**config.mk**
```make
export PLATFORM = sky130hd
export DESIGN_NAME = serial_adder
export DESIGN_NICKNAME = d
export VERILOG_FILES = /design/src/rtl/serial_adder.sv
export SDC_FILE = /design/constraint.sdc
export NUM_CORES = 1
export LEC_CHECK = 0
export ABC_AREA = 1
export CAP_MARGIN = 10
export CORE_ASPECT_RATIO = 1.2
export CORE_MARGIN = 1.5
export CORE_UTILIZATION = 33
export DETAILED_ROUTE_END_ITERATION = 10
export DONT_BUFFER_PORTS = 1
export PLACE_DENSITY = 0.56
export REMOVE_ABC_BUFFERS = 1
export SYNTH_ARGS = -nofsm -noshare
export SYNTH_HDL_FRONTEND = slang
export SYNTH_HIERARCHICAL = 1
export SYNTH_SLANG_ARGS = --single-unit
```
**constraint.sdc**
```tcl
create_clock -name clk -period 1.3 [get_ports clk]
set_clock_uncertainty 0.2 [all_clocks]
set_input_delay 0.065 -clock clk [delete_from_list [all_inputs] [get_ports clk]]
set_output_delay 0.065 -clock clk [all_outputs]
set_load 0.05 [all_outputs]
```
**src/rtl/serial_adder.sv**
```systemverilog
// Bit-serial adder: one full_adder, LSB first, WIDTH+2 cycles per add.
// Define SERIAL_ADDER_OVF_EN to add the registered signed-overflow output ovf.

module full_adder (
  input  logic i_a,
  input  logic i_b,
  input  logic i_cin,
  output logic o_s,
  output logic o_cout
);
  assign o_s    = i_a ^ i_b ^ i_cin;
  assign o_cout = (i_a & i_b) | (i_cin & (i_a ^ i_b));
endmodule

module serial_adder #(
  parameter int WIDTH = 8
) (
  input  logic             clk,
  input  logic             rst,
  input  logic             start,
  input  logic [WIDTH-1:0] a,
  input  logic [WIDTH-1:0] b,
  input  logic             cin,
  output logic             busy,
  output logic             done,
  output logic [WIDTH-1:0] sum,
`ifdef SERIAL_ADDER_OVF_EN
  output logic             ovf,
`endif
  output logic             cout
);

  localparam int CW = $clog2(WIDTH) + 1;

  typedef enum logic [1:0] {
    S_IDLE,
    S_RUN,
    S_DONE
  } state_t;

  state_t           r_state;
  logic [WIDTH-1:0] r_a_sh;
  logic [WIDTH-1:0] r_b_sh;
  logic [WIDTH-1:0] r_psum;
  logic [WIDTH-1:0] r_sum;
  logic [CW-1:0]    r_cnt;
  logic             r_carry;
  logic             r_cout;
  logic             r_busy;
  logic             r_done;
`ifdef SERIAL_ADDER_OVF_EN
  logic             r_ovf;
`endif

  logic             w_s;
  logic             w_c;
  logic [WIDTH-1:0] w_psum_next;

  full_adder u_fa (
    .i_a   (r_a_sh[0]),
    .i_b   (r_b_sh[0]),
    .i_cin (r_carry),
    .o_s   (w_s),
    .o_cout(w_c)
  );

  assign w_psum_next = {w_s, r_psum[WIDTH-1:1]};

  // NOTE: all state uses non-blocking assignments so every register samples
  // pre-edge values; blocking here would chain the shift/carry updates.
  always_ff @(posedge clk or posedge rst) begin
    if (rst) begin
      r_state <= S_IDLE;
      r_a_sh  <= '0;
      r_b_sh  <= '0;
      r_psum  <= '0;
      r_sum   <= '0;
      r_cnt   <= '0;
      r_carry <= 1'b0;
      r_cout  <= 1'b0;
      r_busy  <= 1'b0;
      r_done  <= 1'b0;
`ifdef SERIAL_ADDER_OVF_EN
      r_ovf   <= 1'b0;
`endif
    end else begin
      case (r_state)
        S_IDLE: begin
          r_done <= 1'b0;
          if (start) begin
            r_a_sh  <= a;
            r_b_sh  <= b;
            r_carry <= cin;
            r_cnt   <= '0;
            r_busy  <= 1'b1;
            r_state <= S_RUN;
          end
        end
        S_RUN: begin
          r_psum  <= w_psum_next;
          r_a_sh  <= r_a_sh >> 1;
          r_b_sh  <= r_b_sh >> 1;
          r_carry <= w_c;
          r_cnt   <= r_cnt + CW'(1);
          if (r_cnt == CW'(WIDTH - 1)) begin
            // Final bit: publish the completed result on the DONE entry edge.
            r_sum   <= w_psum_next;
            r_cout  <= w_c;
`ifdef SERIAL_ADDER_OVF_EN
            r_ovf   <= r_carry ^ w_c;
`endif
            r_busy  <= 1'b0;
            r_done  <= 1'b1;
            r_state <= S_DONE;
          end
        end
        S_DONE: begin
          r_done  <= 1'b0;
          r_state <= S_IDLE;
        end
        default: begin
          r_busy  <= 1'b0;
          r_done  <= 1'b0;
          r_state <= S_IDLE;
        end
      endcase
    end
  end

  assign busy = r_busy;
  assign done = r_done;
  assign sum  = r_sum;
  assign cout = r_cout;
`ifdef SERIAL_ADDER_OVF_EN
  assign ovf  = r_ovf;
`endif

endmodule

```
==> results.ini <==
[global_route]
overflow = 0
grt_max_degree = 42
grt_pass1_wl_um = 6500
grt_usage_pct = 13.7
antenna_found_initial = 0
grt_pass1_vias = 1445

[hold_path]
min_path_type = in -> async

[sta]
min_period_ns = 1.37
fmax_ghz = 0.729
drv_slew = 0
setup_viol = 25
hold_viol = 0
fin_crit_sh_pct = 106
hold_slack_ns = 0.0656
rsz0062_at_grt = true
slew_headroom_pct = 84.5
finalWorstSetupSlack_ns = -0.0723
tightest_slew_ns = 0.232

[cts]
cts_made_buffers = 5
clkSlewWorstSetupHoldPaths_ns = 0.08
clock_path_buffers = 2
clock_latency_ns = 0.29
root_buffer = clkbuf_8
tritoncts = done
htreeDepth = 2
clock_sinks = 41

[layout]
multi_input_area_um2 = 913
layout_commonest_cell = nand2_1
diodes = 0
final-seq-area_mm2 = 0.00103
synthToLayoutAreaGrowth_pct = 58.4
final_cell_mix = nand2_1, dfrtp_1, nand3_1
final_area_mm2 = 0.00284
layout.nets = 281
drive_gt1_share_pct = 37.5
fillCellCount = 452

[floorplanning]
core_area_mm2 = 0.00526
rows = 29
die_x_um = 70.3
start_util_pct = 34.1
pin_count = 31
dieArea_mm2 = 0.00588
die_h_um = 83.7

[yosys]
synth_top_area_share_pct = 57.3
synth_area_leaders = dfrtp_1, nand2_1, nand3_1, buf_6, buf_2
yosysTopAreaCell = dfrtp_1
synth_cell_type_count = 17
ys_seq_area_share_pct = 57.3
yosysWarnings = 6
synth_cells = 204
yosys_register_bits = 41
synth.avg_cell_area_um2 = 8.78
syn_area_mm2 = 0.00179

[drt]
wire_per_inst_um = 14.9
drc = 0
vias = 1610
drt_wl_total_um = 4800
dr.pass1.iters = 4
drtIter0Drc = 97
via_per_inst = 5.02
drtAntennaViolNets = 0

[run]
maxCapViolCount = 0

[worst_setup_path]
crit_top_cell = buf_6
path_class = reg -> reg
start_kind = flop
cp-end-kind = flop
cp_top_family = flip-flops
worstPathCellList = inv_2, nor2_4, buf_6, buf_6, nand2_2, o21ai_1
cp_data_arrival_time_ns = 1.39
critPathSlowestCell = dfrtp_1
rrSetupSlack_ns = -0.07
cpPeakStageDelay_ns = 0.42
crit_buf_inv = 3
critPathRequiredTime_ns = 1.32
crit_fanout = 8

[power_and_ir_drop]
p_leak_nw = 1.47
power_density_mw_per_mm2 = 2390
irDropWorstVdd_v = 0.00106

[outcome]
violations = negative setup slack
outcome = finished, violations left

[placed_design]
dp_hpwl_um = 2240
finalWeightedCongestion = 0.742
placed_area_mm2 = 0.00202
port_buffers = 0

## worst min-delay path: stages
cell and delay, ns:
dlygate4sd3_1 0.53, inv_1 0.10, buf_12 0.23
## repair_timing
| item | in CTS | in global routing |
|---|---|---|
| buffers inserted | 0 | 6 |
| pin swaps | 3 | 18 |
| setup endpoints to repair | 12 | 30 |
| endpoints found under the hold margin | 64 | 0 |
| gates resized for setup | 4 | 75 |
| cloned | 0 | 9 |
| hold buffers | 19 | 0 |
## state kept, by name, indices dropped and copies added (netlist names)
| name | count |
|---|---|
| done | 1 |
| r_b_sh | 8 |
| r_cnt | 4 |
| r_psum | 7 |
| busy | 1 |
| r_state | 2 |
| cout | 1 |
| sum | 8 |
| r_a_sh | 8 |
| r_carry | 1 |
## Yosys cell counts
master and count:
buf_6 4, ha_1 1, nor2_2 1, nand2_1 81, nand2_2 2, buf_4 1, nor2_1 3, inv_2 3
buf_2 5, nand3_1 48, nand3_2 1, dfrtp_1 41, nor2_4 1, o21ai_0 4, nand4_1 1, inv_1 6
fa_1 1
## layer usage
| layer | vias up | global-route usage [%] | routed length, µm |
|---|---|---|---|
| li1 | 764 | - | - |
| met1 | 794 | 18.2 | 1940 |
| met2 | 46 | 22.2 | 2590 |
| met3 | 6 | 3.38 | 208 |
| met4 | 0 | 3.67 | 51 |
| met5 | - | 0 | 0 |
## stage by stage
step	TNS [ns]	utilization [%]	total power, W	worst slack [ns]	std cells
after global routing	-2.98	54.0	0.00723	-0.140	321
after CTS	-0.112	44.0	0.00559	-0.0579	306
final	-0.892	54.0	0.00678	-0.0723	321
after detailed placement	-0.241	38.4	0.00468	-0.0558	280
after global placement	-0.130	38.4	0.00464	-0.0301	280
after floorplan	-5.19	-	0.00375	-0.224	194
## final timing paths
kind,startpoint,to,cells after the start
min in group clk,a[7],r_a_sh[7],3
worst max register to register,r_state[0],r_cnt[2],6
worst min-delay path,rst,r_a_sh[6],3
worst min register to register,sum[2],sum[2],2
worst max-delay path,r_state[0],r_cnt[2],6
max in group asynchronous,rst,r_psum[5],3
## layout make-up
type                    count  area share, %
flip-flops and latches     41           36.1
multi-input cells         144           32.2
repair buffers             58           24.5
clock buffers               7           3.04
well taps                  62           2.73
inverters                   9           1.37
## cell families (layout without fill, tap and decap cells)
group	count (synthesis)	count (layout)	synth area share (%)
DFF	41	41	57.3
and+or+nand+nor	138	138	33.6
buffers and inverters	19	74	6.21
adders and majority gates	2	2	1.82
AOI/OAI and AO/OA	4	4	1.12
## power breakdown
group	total, W	internal [W]	switching, W
registers	0.00225	0.00182	0.000429
logic	0.00368	0.00165	0.00203
clock network	0.000848	0.000422	0.000426
Note: power is estimated with default switching activity, not from simulation.
